<file path="src/rtl/flasher_led_monitor.sv">
// flasher_led_monitor
// Passive observer of the 16-bit thermometer-coded LED bus of bound_flasher.
// Decodes the bus into a lit-LED level and tracks the rise/fall direction.
// Reports peaks, troughs, sequence completion and stall aborts, and keeps sticky
// protocol error flags.
// Every output is a flop. A led sample taken at edge k is visible after edge k.
// This block has no handshake. Every pulse output is high for exactly one cycle.
// The reader must consume it in that cycle.
module flasher_led_monitor #(
    parameter int STALL_MAX = 64,   // cycles at level 0 in FALL before abort (>= 2)
    parameter int CNT_W     = 8     // event counter width
) (
    input  logic             clk,
    input  logic             rst_n,
    input  logic [15:0]      led,
    input  logic             clr_err,
    output logic [4:0]       level,
    output logic [1:0]       state,
    output logic             peak_vld,
    output logic [4:0]       peak_lvl,
    output logic             trough_vld,
    output logic [4:0]       trough_lvl,
    output logic             seq_done,
    output logic             seq_abort,
    output logic [CNT_W-1:0] ev_cnt,
    output logic             err_therm,
    output logic             err_step
);

    // Stall counter only needs to reach STALL_MAX-1.
    localparam int STALL_W = (STALL_MAX > 2) ? $clog2(STALL_MAX) : 1;
    localparam logic [STALL_W-1:0] STALL_LAST = STALL_W'(STALL_MAX - 1);
    localparam logic [4:0] LVL_FULL = 5'd16;

    typedef enum logic [1:0] {
        S_IDLE = 2'd0,
        S_RISE = 2'd1,
        S_FALL = 2'd2
    } state_t;

    // Registered state and outputs.
    state_t             r_state;
    logic [4:0]         r_level;
    logic [4:0]         r_max_seen;
    logic [STALL_W-1:0] r_stall;
    logic               r_peak_vld;
    logic [4:0]         r_peak_lvl;
    logic               r_trough_vld;
    logic [4:0]         r_trough_lvl;
    logic               r_seq_done;
    logic               r_seq_abort;
    logic [CNT_W-1:0]   r_ev_cnt;
    logic               r_err_therm;
    logic               r_err_step;

    // Decode results.
    logic [15:0]        w_led_inc;
    logic               w_valid;
    logic [4:0]         w_n;
    logic               w_up;
    logic               w_down;
    logic [4:0]         w_diff;
    logic               w_step_err;

    // Next-state values.
    state_t             w_state_nx;
    logic [4:0]         w_level_nx;
    logic [4:0]         w_max_nx;
    logic [STALL_W-1:0] w_stall_nx;
    logic               w_peak;
    logic               w_trough;
    logic               w_done;
    logic               w_abort;
    logic [4:0]         w_peak_lvl_nx;
    logic [4:0]         w_trough_lvl_nx;
    logic               w_ev_inc;
    logic               w_ev_clr;

    // Thermometer decode.
    // A bus value of the form 2^n-1 has no bit in common with its increment.
    // The all-ones value wraps to 0 when incremented, so it is also accepted.
    always_comb begin
        w_led_inc = led + 16'd1;
        w_valid   = ((led & w_led_inc) == 16'd0);
        w_n       = 5'd0;
        for (int i = 0; i < 16; i++) begin
            w_n = w_n + {4'd0, led[i]};
        end
    end

    // Direction of the sample against the held level, and the step-size check.
    always_comb begin
        w_up       = (w_n > r_level);
        w_down     = (w_n < r_level);
        w_diff     = w_up ? (w_n - r_level) : (r_level - w_n);
        w_step_err = w_valid && (w_diff > 5'd1);
    end

    // FSM next state, event pulses and datapath updates.
    // An invalid sample leaves all of these at their hold values.
    always_comb begin
        w_state_nx      = r_state;
        w_level_nx      = r_level;
        w_max_nx        = r_max_seen;
        w_stall_nx      = r_stall;
        w_peak          = 1'b0;
        w_trough        = 1'b0;
        w_done          = 1'b0;
        w_abort         = 1'b0;
        w_peak_lvl_nx   = r_peak_lvl;
        w_trough_lvl_nx = r_trough_lvl;
        w_ev_inc        = 1'b0;
        w_ev_clr        = 1'b0;

        if (w_valid) begin
            w_level_nx = w_n;
            if (w_n > r_max_seen) begin
                w_max_nx = w_n;
            end

            case (r_state)
                S_IDLE: begin
                    w_stall_nx = '0;
                    if (w_up) begin
                        // A new sequence starts here, so its statistics restart.
                        w_state_nx = S_RISE;
                        w_ev_clr   = 1'b1;
                        w_max_nx   = w_n;
                    end
                end

                S_RISE: begin
                    w_stall_nx = '0;
                    if (w_down) begin
                        w_state_nx    = S_FALL;
                        w_peak        = 1'b1;
                        w_peak_lvl_nx = r_level;
                        w_ev_inc      = 1'b1;
                    end
                end

                S_FALL: begin
                    if (w_up) begin
                        w_state_nx      = S_RISE;
                        w_trough        = 1'b1;
                        w_trough_lvl_nx = r_level;
                        w_ev_inc        = 1'b1;
                        w_stall_nx      = '0;
                    end else if (w_n == 5'd0) begin
                        if (r_max_seen == LVL_FULL) begin
                            // The full bar was reached, so this fall to 0 completes the sequence.
                            w_state_nx = S_IDLE;
                            w_done     = 1'b1;
                            w_stall_nx = '0;
                        end else if (r_level == 5'd0) begin
                            // The stall counter advances once per cycle spent at level 0.
                            // The step from 1 down to 0 is not counted.
                            if (r_stall == STALL_LAST) begin
                                w_state_nx = S_IDLE;
                                w_abort    = 1'b1;
                                w_stall_nx = '0;
                            end else begin
                                w_stall_nx = r_stall + 1'b1;
                            end
                        end
                    end else begin
                        w_stall_nx = '0;
                    end
                end

                default: begin
                    w_state_nx = S_IDLE;
                    w_stall_nx = '0;
                end
            endcase
        end
    end

    // FSM state register.
    always_ff @(posedge clk or negedge rst_n) begin
        if (!rst_n) begin
            r_state <= S_IDLE;
        end else begin
            r_state <= w_state_nx;
        end
    end

    // Level tracking, event outputs, saturating counter and sticky errors.
    always_ff @(posedge clk or negedge rst_n) begin
        if (!rst_n) begin
            r_level      <= 5'd0;
            r_max_seen   <= 5'd0;
            r_stall      <= '0;
            r_peak_vld   <= 1'b0;
            r_peak_lvl   <= 5'd0;
            r_trough_vld <= 1'b0;
            r_trough_lvl <= 5'd0;
            r_seq_done   <= 1'b0;
            r_seq_abort  <= 1'b0;
            r_ev_cnt     <= '0;
            r_err_therm  <= 1'b0;
            r_err_step   <= 1'b0;
        end else begin
            r_level      <= w_level_nx;
            r_max_seen   <= w_max_nx;
            r_stall      <= w_stall_nx;
            r_peak_vld   <= w_peak;
            r_peak_lvl   <= w_peak_lvl_nx;
            r_trough_vld <= w_trough;
            r_trough_lvl <= w_trough_lvl_nx;
            r_seq_done   <= w_done;
            r_seq_abort  <= w_abort;
            if (w_ev_clr) begin
                r_ev_cnt <= '0;
            end else if (w_ev_inc && (r_ev_cnt != {CNT_W{1'b1}})) begin
                r_ev_cnt <= r_ev_cnt + 1'b1;
            end
            // If an error is set and cleared in the same cycle, the set wins.
            r_err_therm  <= !w_valid   || (r_err_therm && !clr_err);
            r_err_step   <= w_step_err || (r_err_step  && !clr_err);
        end
    end

    assign level      = r_level;
    assign state      = r_state;
    assign peak_vld   = r_peak_vld;
    assign peak_lvl   = r_peak_lvl;
    assign trough_vld = r_trough_vld;
    assign trough_lvl = r_trough_lvl;
    assign seq_done   = r_seq_done;
    assign seq_abort  = r_seq_abort;
    assign ev_cnt     = r_ev_cnt;
    assign err_therm  = r_err_therm;
    assign err_step   = r_err_step;

endmodule
</file>
<file path="config.mk">
export PLATFORM = sky130hd
export DESIGN_NAME = flasher_led_monitor
export DESIGN_NICKNAME = d
export VERILOG_FILES = /design/src/rtl/flasher_led_monitor.sv
export SDC_FILE = /design/constraint.sdc
export NUM_CORES = 1
export LEC_CHECK = 0
export CAP_MARGIN = 25
export CORE_MARGIN = 1.5
export CORE_UTILIZATION = 42
export CTS_CLUSTER_DIAMETER = 60
export DETAILED_ROUTE_END_ITERATION = 10
export PLACE_DENSITY = 0.64
export SLEW_MARGIN = 25
export SYNTH_ARGS = -nofsm -noshare
export SYNTH_HDL_FRONTEND = slang
export SYNTH_SLANG_ARGS = --single-unit
</file>
<file path="constraint.sdc">
create_clock -name clk -period 3.6 [get_ports clk]
set_input_delay 1.08 -clock clk [delete_from_list [all_inputs] [get_ports clk]]
set_output_delay 1.08 -clock clk [all_outputs]
set_load 0.005 [all_outputs]
</file>
Yosys cells after proc, flatten, opt, wreduce, memory -nomap -nowiden
Cells that the tools add are included.
- add/sub/neg operators: 20
- $lt $le $gt $ge: 4
- equal/unequal tests: 11
- multiplexer cells: 42
- bitwise logic cells: 1
- reductions and logical operators: 17
- operators with widths (operator ; number):
    5-bit by 1-bit adder with 5-bit output ; 11
    6-bit two-way mux ; 6
    1-bit two-way mux ; 21
    5-bit two-way mux ; 4
    16-bit by 1-bit adder with 16-bit output (second input constant) ; 1
    16-bit AND ; 1
    16-bit logical NOT ; 1
    8-bit two-way mux ; 2
    2-bit two-way mux ; 7
    5-bit > comparator ; 2
    5-bit logical NOT ; 2
    5-bit subtractor ; 2
    8-bit by 1-bit adder with 8-bit output (second input constant) ; 1
    4-bit != test (second input constant) ; 2
    8-bit != test (second input constant) ; 1
    6-bit by 1-bit adder with 6-bit output (second input constant) ; 1
    6-bit == test (second input constant) ; 1
    2-bit case mux with 3 select lines ; 1
    3-bit AND reduction ; 2
    6-bit AND reduction ; 1
    4-bit by 1-bit adder with 5-bit output ; 1
    5-bit == test (second input constant) ; 1
    5-bit by 1-bit > comparator with 1-bit output (second input constant) ; 1
    5-bit < comparator ; 1
    other kinds (15) ; 21
- register bits: 42
- bits of input ports: 19
- output and inout port bits: 31
- word-level logic and storage cells: 108

Longest topological paths before layout
- depth in word-level cells: 22
- gate-level depth with buffers: 20
- depth with buffers taken out: 19

Worst setup path after synthesis
OpenSTA, ideal clock, no wires.
- path kind: input -> register
- start: input port led[0]
- end: register r_ev_cnt[7], in the netlist ev_cnt[7]
- library setup time: 0.076 ns
- data arrival time: 5.795 ns
- data required time: 3.524 ns
- slack: -2.272 ns
- stages: 17
- path buffers: 1
- cell sequence: inv_1 -> fa_1 -> fa_1 -> fa_1 -> fa_1 -> inv_1 -> ha_1 -> fa_1 -> xor2_1 -> ha_1 -> buf_2 -> and3_1 -> a31oi_1 -> a21boi_0 -> o2111ai_1 -> or4_1 -> o21ai_1
- word-level cells in the longest chain between the ends: 21
- elaborated cells between the ends (all ways): 29
- classes of those cells: 16 x add/sub; 2 x order compare; 7 x mux; 1 x bitwise; 3 x reduce/logical
- RTL lines (item ; RTL line ; source):
    start: declaration ; 15 ; input logic [15:0] led,
    1-bit by 1-bit adder with 2-bit output * ; 87 ; w_n = w_n + {4'd0, led[i]};
    2-bit by 1-bit adder with 3-bit output * ; 87 ;
    3-bit by 1-bit adder with 4-bit output * ; 87 ;
    4-bit by 1-bit adder with 5-bit output * ; 87 ;
    5-bit by 1-bit adder with 5-bit output * (11 in a row) ; 87 ;
    via w_n[2] ; 59 ; logic [4:0] w_n;
    5-bit > comparator or 5-bit < comparator (tied branches) ; 93, 94 ;
    1-bit two-way mux (on tied branches) ; 124, 143, 134 ;
    1-bit case mux with 2 select lines ; 121 ; case (r_state)
    1-bit two-way mux ; 115 ; if (w_valid) begin
    1-bit logical AND ; 215 ; end else if (w_ev_inc && (r_ev_cnt != {CNT_W{1'b1}})) begin
    2-bit nonzero test (no source line) ; - ;
    end signal: assignment ; 216 ; r_ev_cnt <= r_ev_cnt + 1'b1;
    end: declaration ; 52 ; logic [CNT_W-1:0] r_ev_cnt;
The timed path passes the listed nets; every way through them passes the cells marked *.
A chain may end at the register's enable or synchronous reset.

Final worst setup path
- start: input port led[13]
- end: register r_ev_cnt[7], in the netlist ev_cnt[7]
- word-level cells in the longest chain between the ends: 9
- elaborated cells between the ends (all ways): 17
- classes of those cells: 4 x add/sub; 2 x order compare; 7 x mux; 1 x bitwise; 3 x reduce/logical
- RTL lines (item ; RTL line):
    5-bit by 1-bit adder with 5-bit output * (3 in a row) ; 87
    via w_n[2] ; 59
    5-bit > comparator or 5-bit < comparator (tied branches) ; 93, 94
    1-bit two-way mux (on tied branches) ; 124, 143, 134
    1-bit case mux with 2 select lines ; 121
    1-bit two-way mux ; 115
    1-bit logical AND ; 215
    2-bit nonzero test (no source line) ; -
Marks and branches as above.

==> results.sh <==
export IMPL_run_status="finished, violations left"
export IMPL_violations="negative setup slack"
export IMPL_ys_ff_latch=42
export IMPL_crit_path_start_kind="primary input"
export IMPL_dpl_cell_count=546
export IMPL_syn2layout_area_growth_pct=57.1
export IMPL_final_area_um2=4990
export IMPL_post_synth_top_area_cell="dfrtp_1"
export IMPL_worst_pin_slew_ps=994
export IMPL_numCtsBuffers=5
export IMPL_crit_path_end_kind="flop"
export IMPL_final_cells=574
export IMPL_cp_arrival_ps=5690
export IMPL_place_hpwl_um=6350
export IMPL_power_leakage_nw=2.27
export IMPL_synth_seq_area_share_pct=33.1
export IMPL_hold_slack_ps=480
export IMPL_start_util_pct=43.6
export IMPL_cp_buffers_inverters=4
export IMPL_synth_edff_count=0
export IMPL_path_clk_slew_ps=90
export IMPL_setup_slack_ps=-1860
export IMPL_max_stage_delay_ps=550
export IMPL_power_density_nw_per_um2=493
export IMPL_cp_slowest_cell="fa_1"
export IMPL_synthTopCellsByArea="dfrtp_1 (33%), ha_1 (11%), fa_1 (7.6%), inv_1 (6.3%), mux2_2 (3.2%)"
export IMPL_antenna_cells=0
export IMPL_cp_top_family="adder cells"
export IMPL_post_dp_cell_area_um2=4370
export IMPL_tritoncts="built"
export IMPL_cp_max_fo=4
export IMPL_seq_power_share_pct=19.2
export IMPL_rr_startpoint="level[1]"
export IMPL_rows=31
export IMPL_vias_per_cell=5.21
export IMPL_drc=0
export IMPL_netlist_area_um2=3180
export IMPL_p_sw_mw=1.01
export IMPL_syn_area_per_cell_um2=9.19
export IMPL_required_ps=3840
export IMPL_port_buffer_count=49
export IMPL_holdCritPathClass="flop to flop"
export IMPL_synth_cells=346
export IMPL_combPwrFrac_pct=67.5
export IMPL_synth_top_cell_area_share_pct=33.1
export IMPL_fin_crit_ps=5460
export IMPL_grt_pass1_wl_um=14100
export IMPL_gr_total_overflow=0
export IMPL_die_h_um=90.0
export IMPL_pwr_share_clk_pct=13.3
export IMPL_coreArea_um2=7290
export IMPL_p_int_mw=1.45
export IMPL_root_buffer="clkbuf_8"
export IMPL_holdPathStages=1
export IMPL_ant_nets=0
export IMPL_hold_viol=0
export IMPL_yosysWarnings=0
export IMPL_syn_num_nets=405
export IMPL_routed_wl_um=8710
export IMPL_grt_pass1_vias=2936
export IMPL_first_pass_iters=5
export IMPL_initialDrtViolationCount=151
export IMPL_fin_skew_ps=12.5
export IMPL_ioPinCount=50
export IMPL_synth_flop_cell="dfrtp_1"
export IMPL_rsz0062_at_grt="true"
export IMPL_synthDistinctLibCells=55
export IMPL_antenna_found_initial=0
export IMPL_nets=533
export IMPL_ir_drop_mv=0.351
export IMPL_drv_cap=0
export IMPL_netSwitchingFraction_pct=41.2
export IMPL_crit_type="primary input to flop"
export IMPL_r2r_cells=8
export IMPL_clk_latency_ps=310
export IMPL_crit_chain="buf_8 -> inv_4 -> fa_1 -> fa_1 -> fa_1 -> fa_1 -> inv_2 -> ha_4 -> fa_2 -> xor2_2 -> ha_1 -> and3_4 -> buf_6 -> a31oi_4 -> a21boi_4 -> o2111ai_2 -> or4_1 -> o21ai_1"
export IMPL_gr_usage_all_layers_pct=21.4
export IMPL_die_w_um=90.0
export IMPL_htreeDepth=2
export IMPL_clockBufferDepth=2
export IMPL_r2r_end="ev_cnt[7]"
export IMPL_min_to="err_therm"
export IMPL_wl_per_cell_um=15.2
export IMPL_async_reset_ff_share_pct=100
export IMPL_pre_cts_ws_ps=-2570
export IMPL_fmax_ghz=0.183
export IMPL_cts_sinks=42
export IMPL_setup_viol=40
export IMPL_grt_start_max_net_pins=43
export IMPL_path_common_cell="fa_1"
export IMPL_die_area_um2=8100
export IMPL_timing_final_crit_share_pct=152
export IMPL_drive_above_1_share_pct=40.4
export IMPL_slew_headroom_pct=33.1
export IMPL_via_count=2990
export IMPL_p_total_mw=2.46
export IMPL_maxSlewViolCount=0
export IMPL_routabilityCongestion=0.870
export IMPL_ctsHoldBuffers=0
export IMPL_hold_start="err_therm"
export IMPL_rrSetupSlack_ps=1170
state kept, by name, summed over array words and instances (netlist names):
register and cells:
ev_cnt 8, err_step 1, trough_lvl 5, level 5
trough_vld 1, r_stall 6, seq_abort 1, state 2
peak_vld 1, peak_lvl 5, err_therm 1, r_max_seen 5
seq_done 1
placed cells by master, fill, tap and decap left out, drive strengths merged, types with 5 or more instances in the layout:
cell type      instances
buf                   87
inv                   54
dfrtp                 42
clkdlybuf4s50         39
o21ai                 31
ha                    28
nand2                 24
nand3                 19
a21oi                 15
nor2                  13
fa                    12
mux2                  10
nor3                   9
a21o                   7
a211oi                 7
and3                   7
clkbuf                 5
xor2                   5
o31ai                  5
nor4                   5
area by class of cell:
| type | count | area, µm² |
|---|---|---|
| Sequential cell | 42 | 1050 |
| Fill cell | 576 | 2300 |
| Inverter | 53 | 211 |
| Tap cell | 99 | 124 |
| Multi-Input combinational cell | 246 | 2370 |
| Timing Repair Buffer | 126 | 1150 |
| Clock inverter | 3 | 23.8 |
| Clock buffer | 5 | 68.8 |
synth_stat cells (2+ instances only):
cell type  number
inv_1          53
nand3_1        19
o2111ai_1       2
or4_1           2
a21oi_1        15
o21ai_1        14
nand4_1         4
a31o_2          2
o21a_1          2
a21o_1          7
buf_2           2
and3_1          7
xnor2_1         2
nor2b_1         3
nor3_1          8
o22ai_1         4
ha_1           28
or2_2           3
nor4_1          4
mux2i_1         3
nand2_1        24
clkbuf_1        2
a211oi_1        6
o2bb2ai_1       3
fa_1           12
mux2_2          9
xor2_1          5
nor2_1         12
and2_1          3
dfrtp_1        42
o21ai_0        15
o21ai_2         2
o31ai_1         5
through the flow:
step	TNS (ps)	util, %
detailed placement	-93220	60.0
global placement	-90870	60.0
CTS	-61000	64.3
global route	-68800	68.5
finish	-62970	68.5
floorplan	-65170	-
logic make-up after synthesis:
kind of cell | count (synthesis) | share of synthesized area [%]
AO/OA/AOI/OAI | 89 | 18.5
XOR/XNOR | 7 | 1.93
adder cells (fa/ha/maj) | 40 | 18.6
buffers and inverters | 58 | 7.17
flip-flops | 42 | 33.1
multiplexers | 13 | 4.49
AND/OR/NAND/NOR | 97 | 16.3
per-layer routing:
layer | wire length, µm | GRT usage (%) | share of wire (%)
met1 | 4080 | 29.1 | 47
met2 | 4280 | 35.6 | 49
met3 | 258 | 2.79 | 3.0
met4 | 91 | 6.22 | 1.0
met5 | 0 | 0 | 0
timing repair:
item / 4_1_cts / 5_1_grt
pin swaps: 39 / 29
hold endpoints to repair: 0 / 0
resized for setup: 90 / 50
buffers inserted: 13 / 11
setup endpoints to repair: 41 / 41
how the worst max path moves through the flow:
stage	to	cells after the start	from	slack [ps]
after detailed placement	ev_cnt[3]	20	led[15]	-2570
after global routing	ev_cnt[7]	18	led[13]	-2030
final	ev_cnt[7]	18	led[13]	-1860
after floorplan	ev_cnt[0]	18	led[15]	-2010
after CTS	ev_cnt[7]	18	led[9]	-1800
after global placement	ev_cnt[3]	19	led[15]	-2480
power by group through the flow:
stage | Clock, mW | Sequential [mW] | Combinational, mW
6_report | 0.327 | 0.472 | 1.66
3_5_place_dp | 0 | 0.482 | 1.40
5_1_grt | 0.361 | 0.472 | 1.83
4_1_cts | 0.339 | 0.472 | 1.54
3_3_place_gp | 0 | 0.482 | 1.40
2_1_floorplan | 0 | 0.482 | 0.873
No activity file was read; power rests on OpenSTA's default activity.
==> RTL change: new RTL, same flow settings <==
The output `trough_vld` loses its register stage (`r_trough_vld` becomes a continuous assignment).
--- a/src/rtl/flasher_led_monitor.sv
+++ b/src/rtl/flasher_led_monitor.sv
@@ -195,3 +195,2 @@
             r_peak_lvl   <= 5'd0;
-            r_trough_vld <= 1'b0;
             r_trough_lvl <= 5'd0;
@@ -208,3 +207,2 @@
             r_peak_lvl   <= w_peak_lvl_nx;
-            r_trough_vld <= w_trough;
             r_trough_lvl <= w_trough_lvl_nx;
@@ -223,2 +221,4 @@
 
+    assign r_trough_vld = w_trough;
+
     assign level      = r_level;
Behaviour: not the same (a bounded check fails within 4 cycles, from zero or initial values and one cycle with rst_n low).
==> RTL change against the unedited design <==
The flow still finishes with violations (negative setup slack); synthesized area rose by 0.67%; total power fell by 0.24%; non-clock buffer count rose by 11; count of clock-buffer cells in the layout rose by 1; clock skew fell by 10 ps; sequential cell count fell by 1; setup slack got worse by 720 ps; final area rose by 0.10%; routed wire length rose by 1.4%; highest routed layer unchanged.
==> RTL change: results (changes against the unedited design) <==
INFO  cells_and_area area.share.sequential=20.53% [-0.52 points]
INFO  setup_path     critPathArrivalTime=5100ps [-590 ps]
INFO  power          share_of_total_power_in_sequential_cells=18.8% [-0.4 points]
INFO  placed_design  routabilityCongestion=0.8504 [-2.2%]
INFO  timing         totalNegativeSetupSlack=-73,070ps [-10,090 ps]
INFO  grt            grt_first_pass_wirelength=14,180microns [+0.88%]
INFO  setup_path     timing.critical_path.slowest_cell_delay=570ps [+20 ps]
INFO  cells_and_area drive_above_1_share=41.31% [+0.89 points]
INFO  route          drt-initial-drc-count=81 [-46%]
INFO  placed_design  detailed_place.area=0.004392sqmm [+0.43%]
INFO  cells_and_area num-fill-cells=588 [+2.1%]
INFO  outcome        result_of_the_run=finished with violations
INFO  outcome        violations=negative setup slack
INFO  grt            grt_start_max_net_pins=42 [-2.3%]
INFO  power          power_leakage=2.328nW [+2.8%]
INFO  setup_path     maximum_fanout_along_the_worst_path=3 [-1]
INFO  timing         timing.clock.skew=2.522ps [-9.978 ps]
INFO  cells_and_area non_clock_buffer_count=137 [+8.7%]
INFO  timing         final.hold.worst_slack=492.2ps [+12.41 ps]
INFO  cells_and_area final_instance_count_excl_fillers=571 [-0.52%]
INFO  setup_path     setup.worst_path.end=trough_vld
INFO  timing         final.setup.worst_slack=-2576ps [-719.1 ps]
INFO  cells_and_area clock_area_share=2.228% [+0.37 points]
INFO  timing         timing.final.setup_violations=40 [unchanged]
INFO  placed_design  dp.cells=541 [-0.92%]
[RTL change: cell types whose count changed after synthesis, moves of 4 or more]
cell     delta
mux2_1      +5
nor2_1      -6
o21ai_0     +4
o21ai_1    -14
[RTL change: cells by family after synthesis]
family                   count (synthesis)  share of synthesized area [%]
AND/OR/NAND/NOR                         89                          16.47
buffers and inverters                   58                          7.117
AO/OA/AOI/OAI                           78                          17.79
flip-flops                              41                          32.07
adder cells (fa/ha/maj)                 40                          18.46
XOR/XNOR                                 7                          1.916
multiplexers                            18                          6.179
[RTL change: metal layers]
metal | GRT usage [%] | vias up | routed length [microns]
met1 | 27.96 | 1500 | 3896
met2 | 37.18 | 58 | 4597
met4 | 6.481 | 0 | 113
met3 | 2.609 | 10 | 220
met5 | 0 | - | 0
li1 | - | 1450 | -
[RTL change: worst max-delay path, delay by kind of cell]
family / cells / cell delay, ps
AOI/OAI and AO/OA: 3 / 490
adders and majority gates: 7 / 2830
buffers and inverters: 5 / 310
and+or+nand+nor: 3 / 380
